## config.mk

```make
export PLATFORM = sky130hd
export DESIGN_NAME = intersection_scheduler_flat
export DESIGN_NICKNAME = d
export VERILOG_FILES = /design/src/rtl/traffic_pkg.sv /design/src/rtl/intersection_scheduler_if.sv /design/src/rtl/phase_timer.sv /design/src/rtl/intersection_scheduler.sv /design/src/flat_wrapper.sv
export SDC_FILE = /design/constraint.sdc
export NUM_CORES = 1
export LEC_CHECK = 0
export ABC_AREA = 1
export CORE_MARGIN = 3
export CORE_UTILIZATION = 51
export CTS_BUF_LIST = sky130_fd_sc_hd__clkbuf_16
export DETAILED_ROUTE_END_ITERATION = 8
export PLACE_DENSITY = 0.81
export SYNTH_ARGS = -nofsm -noshare
export SYNTH_HDL_FRONTEND = slang
export SYNTH_HIERARCHICAL = 1
export SYNTH_SLANG_ARGS = --single-unit
```

## constraint.sdc

```tcl
create_clock -name clk -period 4.4 [get_ports clk]
set_clock_uncertainty 0.15 [all_clocks]
set_input_delay 0.88 -clock clk [delete_from_list [all_inputs] [get_ports clk]]
set_output_delay 0.88 -clock clk [all_outputs]
set_load 0.02 [all_outputs]
```

## src/rtl/traffic_pkg.sv

```systemverilog
// Shared light encodings, state codes and default timing for the
// intersection scheduler and its phase timer.
package traffic_pkg;

   localparam logic [2:0] LT_RED = 3'b100;
   localparam logic [2:0] LT_YEL = 3'b010;
   localparam logic [2:0] LT_GRN = 3'b001;

   localparam logic [2:0] S_NS_G = 3'd0;
   localparam logic [2:0] S_NS_Y = 3'd1;
   localparam logic [2:0] S_EW_G = 3'd2;
   localparam logic [2:0] S_EW_Y = 3'd3;
   localparam logic [2:0] S_AR   = 3'd4;
   localparam logic [2:0] S_PED  = 3'd5;

   localparam int unsigned MIN_GREEN_DEF = 4;
   localparam int unsigned MAX_GREEN_DEF = 10;
   localparam int unsigned YELLOW_T_DEF  = 2;
   localparam int unsigned ALLRED_T_DEF  = 1;
   localparam int unsigned PED_T_DEF     = 5;

   typedef enum logic [1:0] {
      SRV_NS  = 2'd0,
      SRV_EW  = 2'd1,
      SRV_PED = 2'd2
   } served_e;

   typedef enum logic {
      DIR_NS = 1'b0,
      DIR_EW = 1'b1
   } dir_e;

endpackage

```

## src/rtl/intersection_scheduler_if.sv

```systemverilog
// Request inputs and light/status outputs of the intersection scheduler.
// master: controller side (drives requests); slave: the scheduler.
interface intersection_scheduler_if;

   logic       ns_req;
   logic       ew_req;
   logic       ped_req;
   logic [2:0] ns_light;
   logic [2:0] ew_light;
   logic       ped_walk;
   logic       ped_pending;
   logic [2:0] phase;

   modport master (
      output ns_req, ew_req, ped_req,
      input  ns_light, ew_light, ped_walk, ped_pending, phase
   );

   modport slave (
      input  ns_req, ew_req, ped_req,
      output ns_light, ew_light, ped_walk, ped_pending, phase
   );

endinterface

```

## src/rtl/phase_timer.sv

```systemverilog
// Cycles-in-phase counter: clears on clear_i, else counts up to 15.
// Ports: clk, rst_n, clear_i (state change), count_o (4-bit count).
module phase_timer (
   input  logic       clk,
   input  logic       rst_n,
   input  logic       clear_i,
   output logic [3:0] count_o
);

   logic [3:0] cnt_q, cnt_d;

   always_comb begin
      cnt_d = cnt_q;
      if (clear_i)
         cnt_d = 4'd0;
      else if (cnt_q != 4'hF)
         cnt_d = cnt_q + 4'd1;
   end

   always_ff @(posedge clk or negedge rst_n) begin
      if (!rst_n) cnt_q <= 4'd0;
      else        cnt_q <= cnt_d;
   end

   assign count_o = cnt_q;

endmodule

```

## src/rtl/intersection_scheduler.sv

```systemverilog
// Two-way intersection light FSM with pedestrian walk phase.
// Ports: clk, rst_n, bus (intersection_scheduler_if.slave).
module intersection_scheduler
   import traffic_pkg::*;
#(
   parameter int unsigned MIN_GREEN = MIN_GREEN_DEF,
   parameter int unsigned MAX_GREEN = MAX_GREEN_DEF,
   parameter int unsigned YELLOW_T  = YELLOW_T_DEF,
   parameter int unsigned ALLRED_T  = ALLRED_T_DEF,
   parameter int unsigned PED_T     = PED_T_DEF
) (
   input  logic                     clk,
   input  logic                     rst_n,
   intersection_scheduler_if.slave  bus
);

   // Timer values marking the last cycle of each interval
   localparam logic [3:0] MIN_T = 4'(MIN_GREEN - 1);
   localparam logic [3:0] MAX_T = 4'(MAX_GREEN - 1);
   localparam logic [3:0] YEL_T = 4'(YELLOW_T - 1);
   localparam logic [3:0] AR_T  = 4'(ALLRED_T - 1);
   localparam logic [3:0] WLK_T = 4'(PED_T - 1);

   logic [2:0] state_q, state_d;
   logic [3:0] timer;
   logic       pend_q, pend_d;
   served_e    srv_q, srv_d;
   dir_e       dir_q, dir_d;
   logic       chg;
   logic       ns_go, ew_go;
   logic       opp_req, own_req;
   logic [2:0] grant;

   phase_timer u_timer (
      .clk     (clk),
      .rst_n   (rst_n),
      .clear_i (chg),
      .count_o (timer)
   );

   assign ns_go = (timer >= MIN_T) && (bus.ew_req || pend_q) &&
                  (!bus.ns_req || timer >= MAX_T);
   assign ew_go = (timer >= MIN_T) && (bus.ns_req || pend_q) &&
                  (!bus.ew_req || timer >= MAX_T);

   assign opp_req = (dir_q == DIR_NS) ? bus.ew_req : bus.ns_req;
   assign own_req = (dir_q == DIR_NS) ? bus.ns_req : bus.ew_req;

   // All-red exit: walk first unless it was just served, then
   // prefer the direction that did not have the last green
   always_comb begin
      grant = S_NS_G;
      if (pend_q && srv_q != SRV_PED)
         grant = S_PED;
      else if (opp_req)
         grant = (dir_q == DIR_NS) ? S_EW_G : S_NS_G;
      else if (own_req)
         grant = (dir_q == DIR_NS) ? S_NS_G : S_EW_G;
   end

   always_comb begin
      state_d = state_q;
      unique case (state_q)
         S_NS_G: if (ns_go) state_d = S_NS_Y;
         S_EW_G: if (ew_go) state_d = S_EW_Y;
         S_NS_Y,
         S_EW_Y: if (timer >= YEL_T) state_d = S_AR;
         S_PED:  if (timer >= WLK_T) state_d = S_AR;
         S_AR:   if (timer >= AR_T)  state_d = grant;
         default: state_d = S_NS_G;
      endcase
   end

   assign chg = (state_d != state_q);

   always_comb begin
      srv_d = srv_q;
      dir_d = dir_q;
      if (chg) begin
         unique case (state_d)
            S_NS_G: begin srv_d = SRV_NS; dir_d = DIR_NS; end
            S_EW_G: begin srv_d = SRV_EW; dir_d = DIR_EW; end
            S_PED:  srv_d = SRV_PED;
            default: ;
         endcase
      end
   end

   // A request arriving on the walk-entry edge stays pending
   assign pend_d = bus.ped_req |
                   (pend_q & ~(chg && state_d == S_PED));

   always_ff @(posedge clk or negedge rst_n) begin
      if (!rst_n) begin
         state_q <= S_NS_G;
         pend_q  <= 1'b0;
         srv_q   <= SRV_NS;
         dir_q   <= DIR_NS;
      end else begin
         state_q <= state_d;
         pend_q  <= pend_d;
         srv_q   <= srv_d;
         dir_q   <= dir_d;
      end
   end

   always_comb begin
      bus.ns_light = LT_RED;
      bus.ew_light = LT_RED;
      bus.ped_walk = 1'b0;
      unique case (state_q)
         S_NS_G: bus.ns_light = LT_GRN;
         S_NS_Y: bus.ns_light = LT_YEL;
         S_EW_G: bus.ew_light = LT_GRN;
         S_EW_Y: bus.ew_light = LT_YEL;
         S_PED:  bus.ped_walk = 1'b1;
         default: ;
      endcase
   end

   assign bus.ped_pending = pend_q;
   assign bus.phase       = state_q;

endmodule

```

## src/flat_wrapper.sv

```systemverilog
// flat-port wrapper written by rule: the top's interface ports become plain ports
module intersection_scheduler_flat import traffic_pkg::*;
#(
   parameter int unsigned MIN_GREEN = MIN_GREEN_DEF,
   parameter int unsigned MAX_GREEN = MAX_GREEN_DEF,
   parameter int unsigned YELLOW_T  = YELLOW_T_DEF,
   parameter int unsigned ALLRED_T  = ALLRED_T_DEF,
   parameter int unsigned PED_T     = PED_T_DEF
)
  (clk, rst_n, bus_ns_req, bus_ew_req, bus_ped_req, bus_ns_light, bus_ew_light, bus_ped_walk, bus_ped_pending, bus_phase);
  intersection_scheduler_if bus_i ();
  input  logic clk;
  input  logic rst_n;
  input wire logic [$bits(bus_i.ns_req)-1:0] bus_ns_req;
  input wire logic [$bits(bus_i.ew_req)-1:0] bus_ew_req;
  input wire logic [$bits(bus_i.ped_req)-1:0] bus_ped_req;
  output wire logic [$bits(bus_i.ns_light)-1:0] bus_ns_light;
  output wire logic [$bits(bus_i.ew_light)-1:0] bus_ew_light;
  output wire logic [$bits(bus_i.ped_walk)-1:0] bus_ped_walk;
  output wire logic [$bits(bus_i.ped_pending)-1:0] bus_ped_pending;
  output wire logic [$bits(bus_i.phase)-1:0] bus_phase;
  assign bus_i.ns_req = bus_ns_req;
  assign bus_i.ew_req = bus_ew_req;
  assign bus_i.ped_req = bus_ped_req;
  assign bus_ns_light = bus_i.ns_light;
  assign bus_ew_light = bus_i.ew_light;
  assign bus_ped_walk = bus_i.ped_walk;
  assign bus_ped_pending = bus_i.ped_pending;
  assign bus_phase = bus_i.phase;
  intersection_scheduler #(.MIN_GREEN(MIN_GREEN), .MAX_GREEN(MAX_GREEN), .YELLOW_T(YELLOW_T), .ALLRED_T(ALLRED_T), .PED_T(PED_T)) u_core (.clk(clk), .rst_n(rst_n), .bus(bus_i));
endmodule
```

# Word-level counts from Yosys, hierarchy flattened
# Index checks and enable logic that the tools add are counted.
# W data, S select, Z words.
# classes
add_sub_neg	1
n_lt_le_gt_ge	5
eq_ne	10
muxes	20
bitwise	3
reduce_logical	20
# op_table
operator	count
$mux W3	8
$pmux W3 S5	1
$pmux W3 S2	2
$eq A3 B2 Y1 const B	3
$eq A3 B3 Y1 const B	3
$ge A4 B1 Y1 const B	2
$mux W4	2
$logic_and A1 B1 Y1	6
$logic_not A3 Y1	2
$pmux W2 S3	1
$add A4 B1 Y4 const B	1
$ge A4 B2 Y1 const B	1
$ge A4 B3 Y1 const B	1
$ge A4 B4 Y1 const B	1
$logic_or A1 B1 Y1	4
$mux W2	2
$ne A4 B4 Y1 const B	1
$reduce_and A2 Y1	2
$reduce_bool A2 Y1	2
$eq A3 B1 Y1 const B	1
$mux W1	3
$ne A3 B3 Y1	1
$reduce_bool A3 Y1	1
$logic_not A1 Y1	2
6 further kinds	6
# word_totals
ff_bits	11
input_bits	5
output_inout_bits	11
wordCells	64

# Logic depth before layout (Yosys ltp)
# Gate-level depths: netlist of the first run.
# depth
word_depth	11
mapped_depth	12
mapped_depth_nobuf	12

# Hierarchy
# The synthesis of the first run kept the hierarchy.
# modules_own_cells
module	n_inst	cells_per_inst	area_each_um2
intersection_scheduler	1	73	500.5
phase_timer	1	27	205.2

# Worst setup path after synthesis of the first run
# No wires, ideal clock.
# synth_timing
path_type	flip-flop to output port
from	register u_core.state_q[1], in the netlist u_core/bus.phase[1]
to	output bus_ew_light[1]
arrival_ns	1.139
t_required_ns	3.370
setup_slack_ns	2.231
path_stages_with_launch	5
path_cell_list	dfrtp_1 inv_1 nor2_1 inv_1 nor2_1
# synth_between
elab_chain_cells	2
# synth_lines
item	line	text
start: declaration	intersection_scheduler.sv:24	logic [2:0] state_q, state_d;
start signal: assignment	intersection_scheduler.sv:100	state_q <= state_d;
$eq A3 B2 Y1	intersection_scheduler.sv:111	unique case (state_q)
$pmux W3 S2 (*)	intersection_scheduler.sv:111	
end: declaration	flat_wrapper.sv:18	output wire logic [$bits(bus_i.ew_light)-1:0] bus_ew_light;
# Every way passes the cells marked *; elsewhere a longest branch is shown, timed or not.

# Final worst setup path of the first run
# layout_timing
from	register u_core.state_q[2], in the netlist u_core/bus.phase[2]
to	output bus_ns_light[1]
# layout_between
elab_chain_cells	2
# layout_lines
item	line	text
$eq A3 B1 Y1 or $logic_not A3 Y1 (tied branches)	intersection_scheduler.sv:111	
$pmux W3 S2 (*)	intersection_scheduler.sv:111	
end: declaration	flat_wrapper.sv:17	output wire logic [$bits(bus_i.ns_light)-1:0] bus_ns_light;
# Marked as above.

==> flow_metrics.env, run 1 <==
export IMPL_outcome="finished clean"
export IMPL_ys_seq_area_share_pct=39.0
export IMPL_fin_cells=133
export IMPL_cts_htree_levels=1
export IMPL_slew_limit_headroom_pct=65.4
export IMPL_cts_tree="done"
export IMPL_synth_cells=100
export IMPL_setup_violations=0
export IMPL_grt_max_degree=12
export IMPL_port_buffers=15
export IMPL_clock_sinks=11
export IMPL_ys_seq_elements=11
export IMPL_rsz0062_at_grt="no"
export IMPL_wl_um=1840
export IMPL_hold_depth=2
export IMPL_dpl_hpwl_um=1290
export IMPL_routedWlPerCell_um=13.9
export IMPL_die_w_um=43.2
export IMPL_initial_core_util_pct=58.8
export IMPL_postCtsSetupRepairBufs=0
export IMPL_p_leak_nw=0.512
export IMPL_drt_iter0_markers=23
export IMPL_antenna_found_initial=0
export IMPL_final_nets=126
export IMPL_worstPathRequired_ps=3370
export IMPL_worst_setup_path_type="reg2out"
export IMPL_dr_pass1_iters=4
export IMPL_ioPinCount=16
export IMPL_grt_usage_pct=23.9
export IMPL_drv_slew=0
export IMPL_max_clock_freq_mhz=376
export IMPL_clk_path_buf_depth=2
export IMPL_ctsHoldBuffers=0
export IMPL_cts_resized=0
export IMPL_worstMarginPinSlew_ps=518
export IMPL_overflow=0
export IMPL_viasPerCell=5.38
export IMPL_cap_viol_max_count=0
export IMPL_critPathMaxFanout=6
export IMPL_clk_pin_slew_ps=40
export IMPL_synthTopCellsByArea="dfrtp_1 39%, nand2_1 15%, nor2_1 9.6%"
export IMPL_grt_first_pass_wirelength_um=3160
export IMPL_synth_cell_types=22
export IMPL_root_buffer="clkbuf_16"
export IMPL_yosys_area_top_type_share_pct=39.0
export IMPL_synth_top_cell_by_area="dfrtp_1"
export IMPL_reg2reg_depth=10
export IMPL_vias=716
export IMPL_num_antenna_cells=0
export IMPL_detail_route_antenna_nets=0
export IMPL_vdd_drop_max_mv=0.459
export IMPL_synth_area_per_cell_sq_um=7.06
export IMPL_dieArea_sq_mm=0.00187
export IMPL_num_rows=12
export IMPL_fin_crit_sh_pct=60.4
export IMPL_drc=0
export IMPL_fp_coreArea_sq_mm=0.00120
export IMPL_crit_path_end_kind="output pin"
export IMPL_design_area_sq_um=953
export IMPL_gp_congestion=0.824
export IMPL_layout_min_cycle_time_ps=2660
export IMPL_insertion_delay_ps=240
export IMPL_finalHoldViolations=0
export IMPL_fillers=88
export IMPL_fin_tns_setup_ps=0
export IMPL_hp_class="reg2reg"
export IMPL_numCtsBuffers=3
export IMPL_yosys_warnings=6
export IMPL_grt_pass1_vias=754
export IMPL_arrival_ps=1630
export IMPL_syn_nets=106
export IMPL_netlist_area_sq_um=706
export IMPL_drive_gt1_share_pct=14.3
export IMPL_start_kind="flip-flop"
export IMPL_placedCellCount=129
export IMPL_area_delta_synth_final_pct=35.1
export IMPL_power_density_mw_per_mm2=788
export IMPL_post_dp_cell_area_sq_um=873
export IMPL_die_h_um=43.2
## cell families (layout without fill, tap and decap cells)
group,count (synthesis),count (layout),synth area share (%)
AND/OR/NAND/NOR,65,65,44.1
buffers and inverters,15,34,7.98
flip-flops,11,11,39.0
AO/OA/AOI/OAI,8,8,7.09
adder cells (fa/ha/maj),1,1,1.77
## area by class of cell
cell class              count  area (sq um)  area share (%)
clock buffers               3          75.1            7.87
flip-flops and latches     11           275            28.9
well taps                  14          17.5            1.84
repair buffers             15           150            15.7
inverters                  15          56.3            5.91
multi-input cells          74           374            39.2
clock inverters             1          5.00           0.525
## metal layers
| layer | track usage [%] | wire [um] | vias up |
|---|---|---|---|
| li1 | - | - | 350 |
| met2 | 38.9 | 935 | 33 |
| met1 | 23.6 | 694 | 325 |
| met5 | 0 | 0 | - |
| met3 | 8.05 | 132 | 8 |
| met4 | 21.1 | 80 | 0 |
## critical path: stages (launching register included)
cell	delay, ps
dfrtp_1	430
inv_1	160
nand2_1	100
nor2_1	90
clkdlybuf4s50_1	610
## synthesized netlist by cell type (all sizes together)
master / count
nor2: 20
o21a: 1
o21ai: 3
inv: 15
or2: 1
nand3: 9
o211ai: 1
dfrtp: 11
nand2: 33
nand4: 1
a211oi: 1
a21oi: 1
o21bai: 1
nor3: 1
ha: 1
## cell usage in the layout (no fill, tap or decap)
| master | n |
|---|---|
| nand2_1 | 29 |
| nor2_1 | 18 |
| clkdlybuf4s50_1 | 15 |
| inv_1 | 14 |
| dfrtp_1 | 11 |
| nand3_1 | 5 |
| nand3_2 | 4 |
| clkbuf_16 | 3 |
| nand2_2 | 3 |
| o21ai_0 | 2 |
| clkinv_2 | 1 |
| inv_2 | 1 |
| a21oi_1 | 1 |
| nor2_2 | 1 |
| nand2_4 | 1 |
| nor3_2 | 1 |
| nor2_4 | 1 |
| or2_2 | 1 |
| a211oi_1 | 1 |
| o211ai_1 | 1 |
| nand4_1 | 1 |
| o21a_1 | 1 |
| o21bai_1 | 1 |
| o21ai_1 | 1 |
| ha_1 | 1 |
## per-stage QoR
| stage | hold WS (ps) | setup slack (ps) | power [mW] | utilization (%) |
|---|---|---|---|---|
| finish | 333 | 1740 | 0.751 | 79.4 |
| floorplan | 292 | 2230 | 0.441 | - |
| global route | 363 | 1610 | 0.803 | 79.4 |
| detailed placement | 313 | 1810 | 0.573 | 72.7 |
| CTS | 329 | 1740 | 0.753 | 79.4 |
| global placement | 308 | 1870 | 0.562 | 72.7 |
## final timing paths
kind	startpoint	to	slack, ps
min in group asynchronous	rst_n	u_core/dir_q	830
setup / recovery	u_core/bus.phase[2]	bus_ns_light[1]	1740
max in group asynchronous	rst_n	u_core/srv_q[0]	2920
setup reg to reg	u_core/bus.phase[0]	u_core/u_timer/count_o[2]	2580
hold reg to reg	u_core/srv_q[1]	u_core/srv_q[1]	330
hold / removal	u_core/srv_q[1]	u_core/srv_q[1]	330
## where the power goes
group / total, mW / internal [mW] / switching (mW)
clock network: 0.170 / 0.121 / 0.0492
registers: 0.183 / 0.139 / 0.0437
logic: 0.399 / 0.155 / 0.244
## registers in the layout (all words and copies together) (netlist names)
register and count:
u_core/bus.ped_pending 1, u_core/srv_q 2, u_core/bus.phase 3, u_core/u_timer/count_o 4
u_core/dir_q 1
Note: power is estimated with default switching activity, not from simulation.
==> inputs of run 2 (changes only) <==
CORE_UTILIZATION = 43   (was 51)
PLACE_DENSITY = 0.73   (was 0.81)
clock period = 2.1 ns   (was 4.4 ns; I/O delays follow)
==> flow_metrics.env, run 2 (same netlist as run 1, synthesis figures left out) <==
export IMPL_fin_util_pct=68.3
export IMPL_largest_reg_flops=4
export IMPL_insertion_delay_ps=240
export IMPL_drive_gt1_share_pct=14.9
export IMPL_finalHoldViolations=0
export IMPL_power_density_mw_per_mm2=1570
export IMPL_gp_congestion=0.832
export IMPL_grt_use_met2_pct=30.8
export IMPL_fin_tns_setup_ps=0
export IMPL_top_usage_layer="met2"
export IMPL_grt_pass1_vias=678
export IMPL_grt_first_pass_wirelength_um=2900
export IMPL_worstPathRequired_ps=1530
export IMPL_routedWlPerCell_um=12.8
export IMPL_max_clock_freq_mhz=518
export IMPL_worstMarginPinSlew_ps=493
export IMPL_arrival_ps=1360
export IMPL_grt_max_degree=12
export IMPL_crit_path_top_delay_cell="dfrtp_1"
export IMPL_setup_violations=0
export IMPL_layout_common_cells="29 x nand2_1, 18 x nor2_1, 15 x inv_1"
export IMPL_hp_class="reg2reg"
export IMPL_ioPinCount=16
export IMPL_num_rows=13
export IMPL_fp_coreArea_sq_mm=0.00142
export IMPL_start_kind="flip-flop"
export IMPL_antenna_found_initial=0
export IMPL_dpl_hpwl_um=1260
export IMPL_crit_path_max_incr_delay_ps=400
export IMPL_slew_limit_headroom_pct=67.0
export IMPL_grt_use_met1_pct=25.0
export IMPL_drt_iter0_markers=28
export IMPL_root_buffer="clkbuf_16"
export IMPL_crit_chain="inv_1 -> nor2_1 -> nand2_1 -> inv_1 -> dlygate4sd2_1"
export IMPL_cts_htree_levels=1
export IMPL_initial_core_util_pct=49.9
export IMPL_fin_crit_sh_pct=92.0
export IMPL_crit_path_end_kind="output pin"
export IMPL_wl_um=1740
export IMPL_rsz0062_at_grt="no"
export IMPL_drc=0
export IMPL_final_nets=128
export IMPL_finalPower_mw=1.52
export IMPL_worst_setup_path_type="reg2out"
export IMPL_final_common_cell="nand2_1"
export IMPL_vias=727
export IMPL_outcome="finished clean"
export IMPL_cp_common_cell="inv_1"
export IMPL_die_h_um=46.5
export IMPL_r2r_setup_slack_ps=260
export IMPL_critPathMaxFanout=4
export IMPL_reg2reg_depth=10
export IMPL_hold_depth=2
export IMPL_grt_usage_pct=19.5
export IMPL_die_w_um=46.5
export IMPL_ctsHoldBuffers=0
export IMPL_dr_pass1_iters=4
export IMPL_p_leak_nw=0.565
export IMPL_met3_usage_pct=3.52
export IMPL_vdd_drop_max_mv=0.790
export IMPL_drv_slew=0
export IMPL_overflow=0
export IMPL_numCtsBuffers=3
export IMPL_clock_sinks=11
export IMPL_clk_path_buf_depth=2
export IMPL_port_buffers=15
export IMPL_dieArea_sq_mm=0.00216
export IMPL_viasPerCell=5.35
export IMPL_cap_viol_max_count=0
export IMPL_num_antenna_cells=0
export IMPL_layout_min_cycle_time_ps=1930
export IMPL_cts_tree="done"
export IMPL_detail_route_antenna_nets=0
export IMPL_clk_pin_slew_ps=40
export IMPL_area_delta_synth_final_pct=37.1
==> run 2: cell types whose count changed in the layout (fill, tap and decap cells not counted), sizes merged <==
cell	change
inv	+1
dlygate4sd2	+5
clkinv	-1
clkdlybuf4s50	-7
dlymetal6s2s	+2
buf	+2
==> run 2: worst paths after layout <==
kind	start	to
setup / recovery	u_core/bus.phase[1]	bus_ew_light[0]
hold / removal	u_core/srv_q[0]	u_core/srv_q[0]
setup reg to reg	u_core/bus.phase[1]	u_core/u_timer/count_o[2]
hold reg to reg	u_core/srv_q[0]	u_core/srv_q[0]
max in group asynchronous	rst_n	u_core/u_timer/count_o[3]
min in group asynchronous	rst_n	u_core/bus.ped_pending
==> run 2: power breakdown <==
group / leakage (nW) / internal [mW] / switching (mW) / total [mW]
clock: 0.0423 / 0.250 / 0.0899 / 0.339
combinational: 0.381 / 0.300 / 0.496 / 0.795
sequential: 0.142 / 0.291 / 0.0959 / 0.387
total: 0.565 / 0.840 / 0.681 / 1.52
==> run 2: per-stage QoR <==
stage	worst slack (ps)	cell area [sq um]	hold slack, ps	std cells
floorplan	391	706	-25.6	100
global placement	47.0	890	306	132
detailed placement	12.4	890	312	132
CTS	8.81	962	323	136
global route	67.6	967	344	136
finish	168	967	324	136
==> run 2: final cells by class <==
class / instances / area (sq um)
fill: 129 / 448
multi-input combinational: 74 / 374
sequential: 11 / 275
timing repair buffer: 17 / 164
clock buffer: 3 / 75.1
inverter: 15 / 56.3
tap: 15 / 18.8
clock inverter: 1 / 3.75
==> run 2: critical path, delay by kind of cell, from the launching register on <==
family                 cells  cell delay (ps)
and+or+nand+nor            2              240
DFF                        1              400
buffers and inverters      3              490
==> run 2: per-layer routing <==
metal  wire (um)  vias to the layer above
met1         747                      330
met5           0                        -
met4          11                        0
met2         794                       43
li1            -                      352
met3         188                        2
==> run 2: what timing repair did <==
item,4_1_cts,5_1_grt
resized for setup,5,2
gates cloned,0,0
endpoints found under the setup margin,5,2
setup buffers,0,0
==> inputs of run 3 (changes only) <==
CTS_CLUSTER_DIAMETER = 80   (was unset)
==> results of run 3 <==
Final layout, timing and power as in run 2 (identical DEF).
